<file path="src/rtl/apb_mem_arbiter.sv">
// ----------------------------------------------------------------------------
// apb_mem_arbiter
//   Shares a single APB memory slave between the CPU instruction-fetch port
//   and the load/store data port. One APB transfer is in flight at a time
//   (SETUP then ACCESS). A slave that holds PREADY low is aborted after a
//   bounded number of ACCESS cycles. Each port sees its completion as a
//   one-cycle READY pulse.
//
// Build option
//   ARB_RR_EN  defined   : a tie goes to the port that was not granted last
//                          (round-robin). last_grant resets to INST, so DATA
//                          wins the first tie after reset.
//              undefined : fixed priority, DATA beats INST on every tie.
//
// Parameters
//   AW       address width
//   DW       data width
//   TIMEOUT  ACCESS cycles with PREADY=0 before abort (0 = never abort).
//            The wait counter is 8 bits wide.
//
// Ports
//   clk_i          clock, rising edge
//   rst_ni         asynchronous reset, active low
//   hold_ni        0 = no new grant; a transfer already in flight completes
//   inst_req_i     instruction read request, held until inst_ready_o
//   inst_addr_i    instruction address
//   inst_rdata_o   fetched word, held until the next instruction completion
//   inst_ready_o   one-cycle instruction completion pulse
//   data_req_i     data request, held until data_ready_o
//   data_write_i   1 = write, 0 = read
//   data_addr_i    data address
//   data_wdata_i   write data
//   data_rdata_o   read word, held until the next data completion
//   data_ready_o   one-cycle data completion pulse
//   err_o          high with the READY pulse when the transfer timed out
//   psel_o, penable_o, pwrite_o, paddr_o, pwdata_o   APB master outputs
//   prdata_i, pready_i                               APB slave responses
// ----------------------------------------------------------------------------
module apb_mem_arbiter #(
  parameter int AW      = 11,
  parameter int DW      = 16,
  parameter int TIMEOUT = 255
) (
  input  logic          clk_i,
  input  logic          rst_ni,
  input  logic          hold_ni,

  input  logic          inst_req_i,
  input  logic [AW-1:0] inst_addr_i,
  output logic [DW-1:0] inst_rdata_o,
  output logic          inst_ready_o,

  input  logic          data_req_i,
  input  logic          data_write_i,
  input  logic [AW-1:0] data_addr_i,
  input  logic [DW-1:0] data_wdata_i,
  output logic [DW-1:0] data_rdata_o,
  output logic          data_ready_o,

  output logic          err_o,

  output logic          psel_o,
  output logic          penable_o,
  output logic          pwrite_o,
  output logic [AW-1:0] paddr_o,
  output logic [DW-1:0] pwdata_o,
  input  logic [DW-1:0] prdata_i,
  input  logic          pready_i
);

  // state  | meaning
  // -------+------------------------------------------------------------
  // IDLE   | bus quiet; grant a pending request when hold_ni is high
  // SETUP  | PSEL=1, PENABLE=0 with latched address/control
  // ACCESS | PSEL=1, PENABLE=1; wait for PREADY or the timeout
  // DONE   | bus quiet; owner READY (and ERR if aborted) for one cycle
  typedef enum logic [1:0] {
    S_IDLE   = 2'd0,
    S_SETUP  = 2'd1,
    S_ACCESS = 2'd2,
    S_DONE   = 2'd3
  } state_e;

  localparam logic       TO_EN  = (TIMEOUT != 0);
  localparam logic [7:0] TO_LIM = 8'(TIMEOUT);

  state_e          state_q;
  logic            owner_data_q;   // 1 = current transfer belongs to DATA
  logic [7:0]      cnt_q;
  logic [7:0]      cnt_d;
  logic            timeout_hit;
  logic            grant_data_d;
  logic            any_req;

  logic            psel_q;
  logic            penable_q;
  logic            pwrite_q;
  logic [AW-1:0]   paddr_q;
  logic [DW-1:0]   pwdata_q;
  logic [DW-1:0]   inst_rdata_q;
  logic [DW-1:0]   data_rdata_q;
  logic            inst_ready_q;
  logic            data_ready_q;
  logic            err_q;

`ifdef ARB_RR_EN
  logic            last_grant_data_q;  // 0 = INST was granted last
`endif

  assign any_req = inst_req_i | data_req_i;
  assign cnt_d   = cnt_q + 8'd1;

  // Abort on the ACCESS cycle whose wait brings the count up to TIMEOUT.
  assign timeout_hit = TO_EN && (cnt_d == TO_LIM);

  always_comb begin
    grant_data_d = 1'b0;
`ifdef ARB_RR_EN
    // On a tie, DATA wins only if INST was the previous owner.
    grant_data_d = data_req_i & (~inst_req_i | ~last_grant_data_q);
`else
    grant_data_d = data_req_i;
`endif
  end

  always_ff @(posedge clk_i or negedge rst_ni) begin
    if (!rst_ni) begin
      state_q           <= S_IDLE;
      owner_data_q      <= 1'b0;
      cnt_q             <= 8'd0;
      psel_q            <= 1'b0;
      penable_q         <= 1'b0;
      pwrite_q          <= 1'b0;
      paddr_q           <= '0;
      pwdata_q          <= '0;
      inst_rdata_q      <= '0;
      data_rdata_q      <= '0;
      inst_ready_q      <= 1'b0;
      data_ready_q      <= 1'b0;
      err_q             <= 1'b0;
`ifdef ARB_RR_EN
      last_grant_data_q <= 1'b0;
`endif
    end else begin
      inst_ready_q <= 1'b0;
      data_ready_q <= 1'b0;
      err_q        <= 1'b0;

      case (state_q)
        S_IDLE: begin
          if (hold_ni && any_req) begin
            owner_data_q <= grant_data_d;
            psel_q       <= 1'b1;
            cnt_q        <= 8'd0;
            if (grant_data_d) begin
              paddr_q  <= data_addr_i;
              pwrite_q <= data_write_i;
              pwdata_q <= data_wdata_i;
            end else begin
              paddr_q  <= inst_addr_i;
              pwrite_q <= 1'b0;
              pwdata_q <= '0;
            end
`ifdef ARB_RR_EN
            last_grant_data_q <= grant_data_d;
`endif
            state_q <= S_SETUP;
          end
        end

        S_SETUP: begin
          penable_q <= 1'b1;
          state_q   <= S_ACCESS;
        end

        S_ACCESS: begin
          if (pready_i || timeout_hit) begin
            if (pready_i) begin
              if (!pwrite_q) begin
                if (owner_data_q) data_rdata_q <= prdata_i;
                else              inst_rdata_q <= prdata_i;
              end
            end else begin
              // Aborted transfer returns zero to its owner, even for writes.
              err_q <= 1'b1;
              if (owner_data_q) data_rdata_q <= '0;
              else              inst_rdata_q <= '0;
            end
            psel_q       <= 1'b0;
            penable_q    <= 1'b0;
            pwrite_q     <= 1'b0;
            paddr_q      <= '0;
            pwdata_q     <= '0;
            inst_ready_q <= ~owner_data_q;
            data_ready_q <= owner_data_q;
            state_q      <= S_DONE;
          end else begin
            cnt_q <= cnt_d;
          end
        end

        S_DONE: begin
          state_q <= S_IDLE;
        end

        default: begin
          state_q <= S_IDLE;
        end
      endcase
    end
  end

  assign psel_o       = psel_q;
  assign penable_o    = penable_q;
  assign pwrite_o     = pwrite_q;
  assign paddr_o      = paddr_q;
  assign pwdata_o     = pwdata_q;
  assign inst_rdata_o = inst_rdata_q;
  assign data_rdata_o = data_rdata_q;
  assign inst_ready_o = inst_ready_q;
  assign data_ready_o = data_ready_q;
  assign err_o        = err_q;

endmodule

</file>
<file path="config.mk">
export PLATFORM = sky130hd
export DESIGN_NAME = apb_mem_arbiter
export DESIGN_NICKNAME = d
export VERILOG_FILES = /design/src/rtl/apb_mem_arbiter.sv
export SDC_FILE = /design/constraint.sdc
export NUM_CORES = 1
export LEC_CHECK = 0
export CORE_UTILIZATION = 40
export DETAILED_ROUTE_END_ITERATION = 10
export HOLD_SLACK_MARGIN = 0.05
export PLACE_DENSITY = 0.76
export SLEW_MARGIN = 20
export SYNTH_ARGS = -nofsm -noshare
export SYNTH_HDL_FRONTEND = slang
export SYNTH_SLANG_ARGS = --single-unit
export TNS_END_PERCENT = 20
</file>
<file path="constraint.sdc">
create_clock -name clk_i -period 2.39 [get_ports clk_i]
set_input_delay 0.717 -clock clk_i [delete_from_list [all_inputs] [get_ports clk_i]]
set_output_delay 0.717 -clock clk_i [all_outputs]
set_load 0.03 [all_outputs]
</file>
* Word-level counts from Yosys, hierarchy flattened *
Index checks and enable logic that the tools add are counted.

storage, ports and cells
  register bits after elaboration = 76
  latch bits = 0
  memory bits (writable) = 0
  memory bits (read-only) = 0
  output and inout port bits = 65
  memories = 0

cells by class
  $add $sub $neg = 1
  multiply operators = 0
  divide/modulo/power cells = 0
  order comparisons = 0
  equality and inequality tests = 10
  shifts and indexed selects = 0
  multiplexer cells = 36
  bitwise logic cells = 2
  reduce and logical (&&, ||, !) cells = 14

operators with widths
  kind                                                                      count
  16-bit two-way mux                                                        11
  11-bit two-way mux                                                        3
  16-bit one-hot mux with 2 select lines                                    1
  11-bit one-hot mux with 2 select lines                                    1
  8-bit two-way mux                                                         2
  8-bit one-hot mux with 2 select lines                                     1
  1-bit two-way mux                                                         11
  2-bit inequality test (second input constant)                             5
  5-bit AND reduction                                                       2
  8-bit by 1-bit adder with 8-bit output (second input constant)            1
  8-bit equality test (second input constant)                               1
  2-bit one-hot mux with 4 select lines                                     1
  2-bit nonzero test                                                        4
  1-bit one-hot mux with 2 select lines                                     3
  2-bit AND reduction                                                       3
  3-bit AND reduction                                                       2
  2-bit equality test (second input constant)                               2
  2-bit two-way mux                                                         2
  2-bit by 1-bit equality test with 1-bit output (second input constant)    1
  2-bit zero test                                                           1
  2-bit by 1-bit inequality test with 1-bit output (second input constant)  1
  1-bit logical AND                                                         1
  1-bit logical OR                                                          1
  1-bit NOT                                                                 1
  1-bit OR                                                                  1

* Logic depth before layout (Yosys ltp) *
  depth after elaboration = 5
  gate-level depth with buffers = 8
  depth with buffers taken out = 7

* Worst setup path before layout *
No wires, ideal clock.

  kind = flip-flop to flip-flop
  start = register cnt_q[0]
  end = register data_rdata_q[10], in the netlist data_rdata_o[10]
  setup time = 0.121 ns
  data arrival time = 2.151 ns
  data required time = 2.269 ns
  path slack = 0.118 ns
  cell stages (with the launch flop) = 9
  path buffers = 2
  cells stage by stage = dfrtp_1 ha_1 nand3_2 or3_1 a2111oi_4 buf_6 o21bai_4 buf_6 a22o_1

on the way
  longest elaborated chain between the ends = 4

RTL lines
  item                                    RTL line  text
  from (decl)                             89        logic [7:0] cnt_q;
  from (signal assigned)                  198       cnt_q <= cnt_d;
  8-bit by 1-bit adder with 8-bit output  111       assign cnt_d = cnt_q + 8'd1;
  8-bit equality test                     114       assign timeout_hit = TO_EN && (cnt_d == TO_LIM);
  1-bit logical OR                        177       if (pready_i || timeout_hit) begin
  5-bit AND reduction (no line)           --
  to (signal assigned)                    180       if (owner_data_q) data_rdata_q <= prdata_i;
  to (decl)                               101       logic [DW-1:0] data_rdata_q;

No other way between the ends.
A chain may end at the register's enable or synchronous reset.

* Worst setup path in the final report *
  start = register cnt_q[1]
  end = register data_rdata_q[5], in the netlist data_rdata_o[5]

The elaborated chain is that of the path after synthesis.

==> metrics.txt <==
Synth warnings 0; setup TNS 0 ns; WL per Instance 17.19 µm; pins over their slew limit 0; Setup Crit Path Kind reg2reg; number of cell rows 33; insertion delay to the later sink of the worst-skew pair approximately 0.35 ns; Design Power about 0.0073 W; Num Clock Sinks 76; routed vias 2941; largest net degree at the start of global routing 39; Synth Area in Adders 1.796%; DP Area 0.004916 mm²; Residual DRC 0; CTS Hold Bufs 0; crit path time final 2.321 ns; Starting Density 41.76%; WL met3 about 480 µm; area grow syn2layout 47.88%; arrival time worst endpoint 2.56 ns; Power Dens Cells between 1000 and 1500 mW/mm²; peak supply drop between 0.6 and 0.7 mV; static leakage between 2 and 2.5 nW; antenna viol nets, final 0; CP endpoint kind flip-flop; most frequent cells in the layout 123 x clkdlybuf4s50_1, 86 x a22o_1, 76 x dfrtp_1, 18 x buf_4; Mapped Area 0.003483 mm²; register area share after synthesis 54.60%; Distinct cells, synth 37; clock skew between 0.01 and 0.015 ns; Final Cell Area 0.005151 mm²; # setup viols final 0; CTS Buf Count 9; Synth Area in Compound Gates 29.56%; main flop type after synthesis dfrtp_1; fmax between 400 and 500 MHz; Critical Path RT around 2.6 ns; hold crit path type in2async; Core Region 0.008341 mm²; Total GRT Usage a little over a fifth; HPWL after detailed placement between 6 and 7 mm; Mean Syn Cell Area 12.22 µm²; router iterations before antenna repair 4; Hold Vio Cnt, Final 0; full die area 0.009086 mm²; TritonCTS clock tree yes; initial antenna violation count 0; Post-synth ARST share 100.0%; largest family of logic cells by synthesized area compound AO/OA/AOI/OAI gates; Max FO, Critical Path 17; 1st-iter DRT viols 174; wl on met1 about 4 mm; worst-case clock buffer depth 2; most common cell after layout, fill and taps aside clkdlybuf4s50_1; total congestion overflow 0; worst slew pin tran 0.5382 ns; number of vias per cell 5.570; count of input and output buffers 125; crit share post-route 97.12%; Die X 95.32 µm; Synth Instances 285; Synth Register Bits 76; Worst-path clk slew 0.09 ns; status completed; CP startpoint cnt_q[1]; Ports approximately 130; Placer Congestion ~0.76; slew margin rel. 63.99%; root buffer cell clkbuf_8; chip height 95.32 µm; EDFF count, synth 0; Synth Area in XOR/XNOR 0.5029%; first-pass GRT wire length 14.84 mm; vias in the first global route slightly below 3k; fraction of layout cells with a size suffix above 1 10.64%; r2r startpoint cnt_q[1]; htree depth 3; post-synth net total around 350; maximum capacitance violations 0; Routed WL 9.078 mm; mux share of post-synthesis cell area 4.346%; Nets roughly 480; simple logic cell fraction of the synthesized area 5.496%; routed wl met2 4.437 mm; n_diodes 0; CP Launch Type flip-flop; uppermost routed layer met4
==> sequential cells by signal, indices dropped and copies added (netlist names) <==
name	cells
cnt_q	8
data_rdata_o	16
data_ready_o	1
err_o	1
inst_rdata_o	16
inst_ready_o	1
owner_data_q	1
paddr_o	11
penable_o	1
psel_o	1
pwdata_o	16
pwrite_o	1
state_q	2
==> worst paths after layout <==
| check | to | slack [ns] | depth (start not counted) |
|---|---|---|---|
| min reg2reg | paddr_o[5] | 0.49 | 1 |
| max reg2reg | data_rdata_o[5] | 0.07 | 7 |
| max | data_rdata_o[5] | 0.07 | 7 |
| max in group asynchronous | inst_rdata_o[0] | 1.50 | 2 |
| min in group clk_i | paddr_o[5] | 0.49 | 1 |
| min | inst_ready_o | 0.32 | 1 |
==> worst max-delay path, cell delays in order, from the launching register on <==
cell and delay, ns:
dfrtp_1 0.37, ha_2 0.22, nand3_2 0.11, or3_1 0.39, a2111oi_4 0.41, buf_4 0.24
o21bai_4 0.17, a22o_1 0.30
==> power breakdown <==
part | switching [W] | internal, W | leakage [nW]
Sequential | 0.000471 | 0.00186 | 0.979
Clock | 0.000498 | 0.000592 | 0.106
Combinational | 0.00211 | 0.00182 | 1.14
Total | 0.00308 | 0.00426 | 2.23
==> layer usage <==
metal / global-route usage [%] / vias to the layer above
met2: 33.99 / 101
met4: 7.955 / 0
li1: - / 1362
met5: 0 / -
met3: 5.024 / 14
met1: 28.68 / 1464
==> logic make-up after synthesis <==
logic type / count (synthesis)
buffers and inverters: 28
multiplexers: 15
XOR/XNOR: 2
adder cells (fa/ha/maj): 5
AND/OR/NAND/NOR: 40
AO/OA/AOI/OAI: 119
flip-flops: 76
==> through the flow <==
step | setup WS [ns] | utilization (%) | cells | hold WS (ns)
floorplan | 0.1180 | - | 285 | 0.4214
global placement | 0.08985 | 58.94 | 511 | 0.4748
detailed placement | 0.003137 | 58.94 | 511 | 0.4769
CTS | 0.02936 | 61.64 | 527 | 0.3367
global route | -0.03750 | 61.76 | 528 | 0.3449
finish | 0.06893 | 61.76 | 528 | 0.3191
==> final cells by class <==
cell class	instances	area, µm²
Timing Repair Buffer	143	1406
Clock inverter	7	101.3
Clock buffer	9	123.9
Multi-Input combinational cell	181	1460
Inverter	7	26.28
Tap cell	105	131.4
Sequential cell	76	1902
Fill cell	685	3189
==> cells in the mapped netlist, drive strengths merged (2+ instances only) <==
library cell  count  area, µm²
nor3              3      15.01
nand3             4      25.02
buf               4      38.78
nand2            14      52.55
ha                5      62.56
nand2b            2      12.51
inv               7      26.28
or3               3      18.77
nor2              9      33.78
dfrtp            76       1902
mux2i            14      140.1
clkbuf           17      63.81
nor3b             2      15.01
a22o             86      753.2
o21ai            12      75.07
o2bb2ai          11      96.34
==> repair_timing <==
| item | in CTS | in global routing |
|---|---|---|
| setup endpoints to repair | 12 | 32 |
| gates cloned | 0 | 0 |
| setup buffers | 0 | 1 |
| pin swaps | 1 | 1 |
| gates resized for setup | 0 | 1 |
Note: power is estimated with default switching activity, not from simulation.
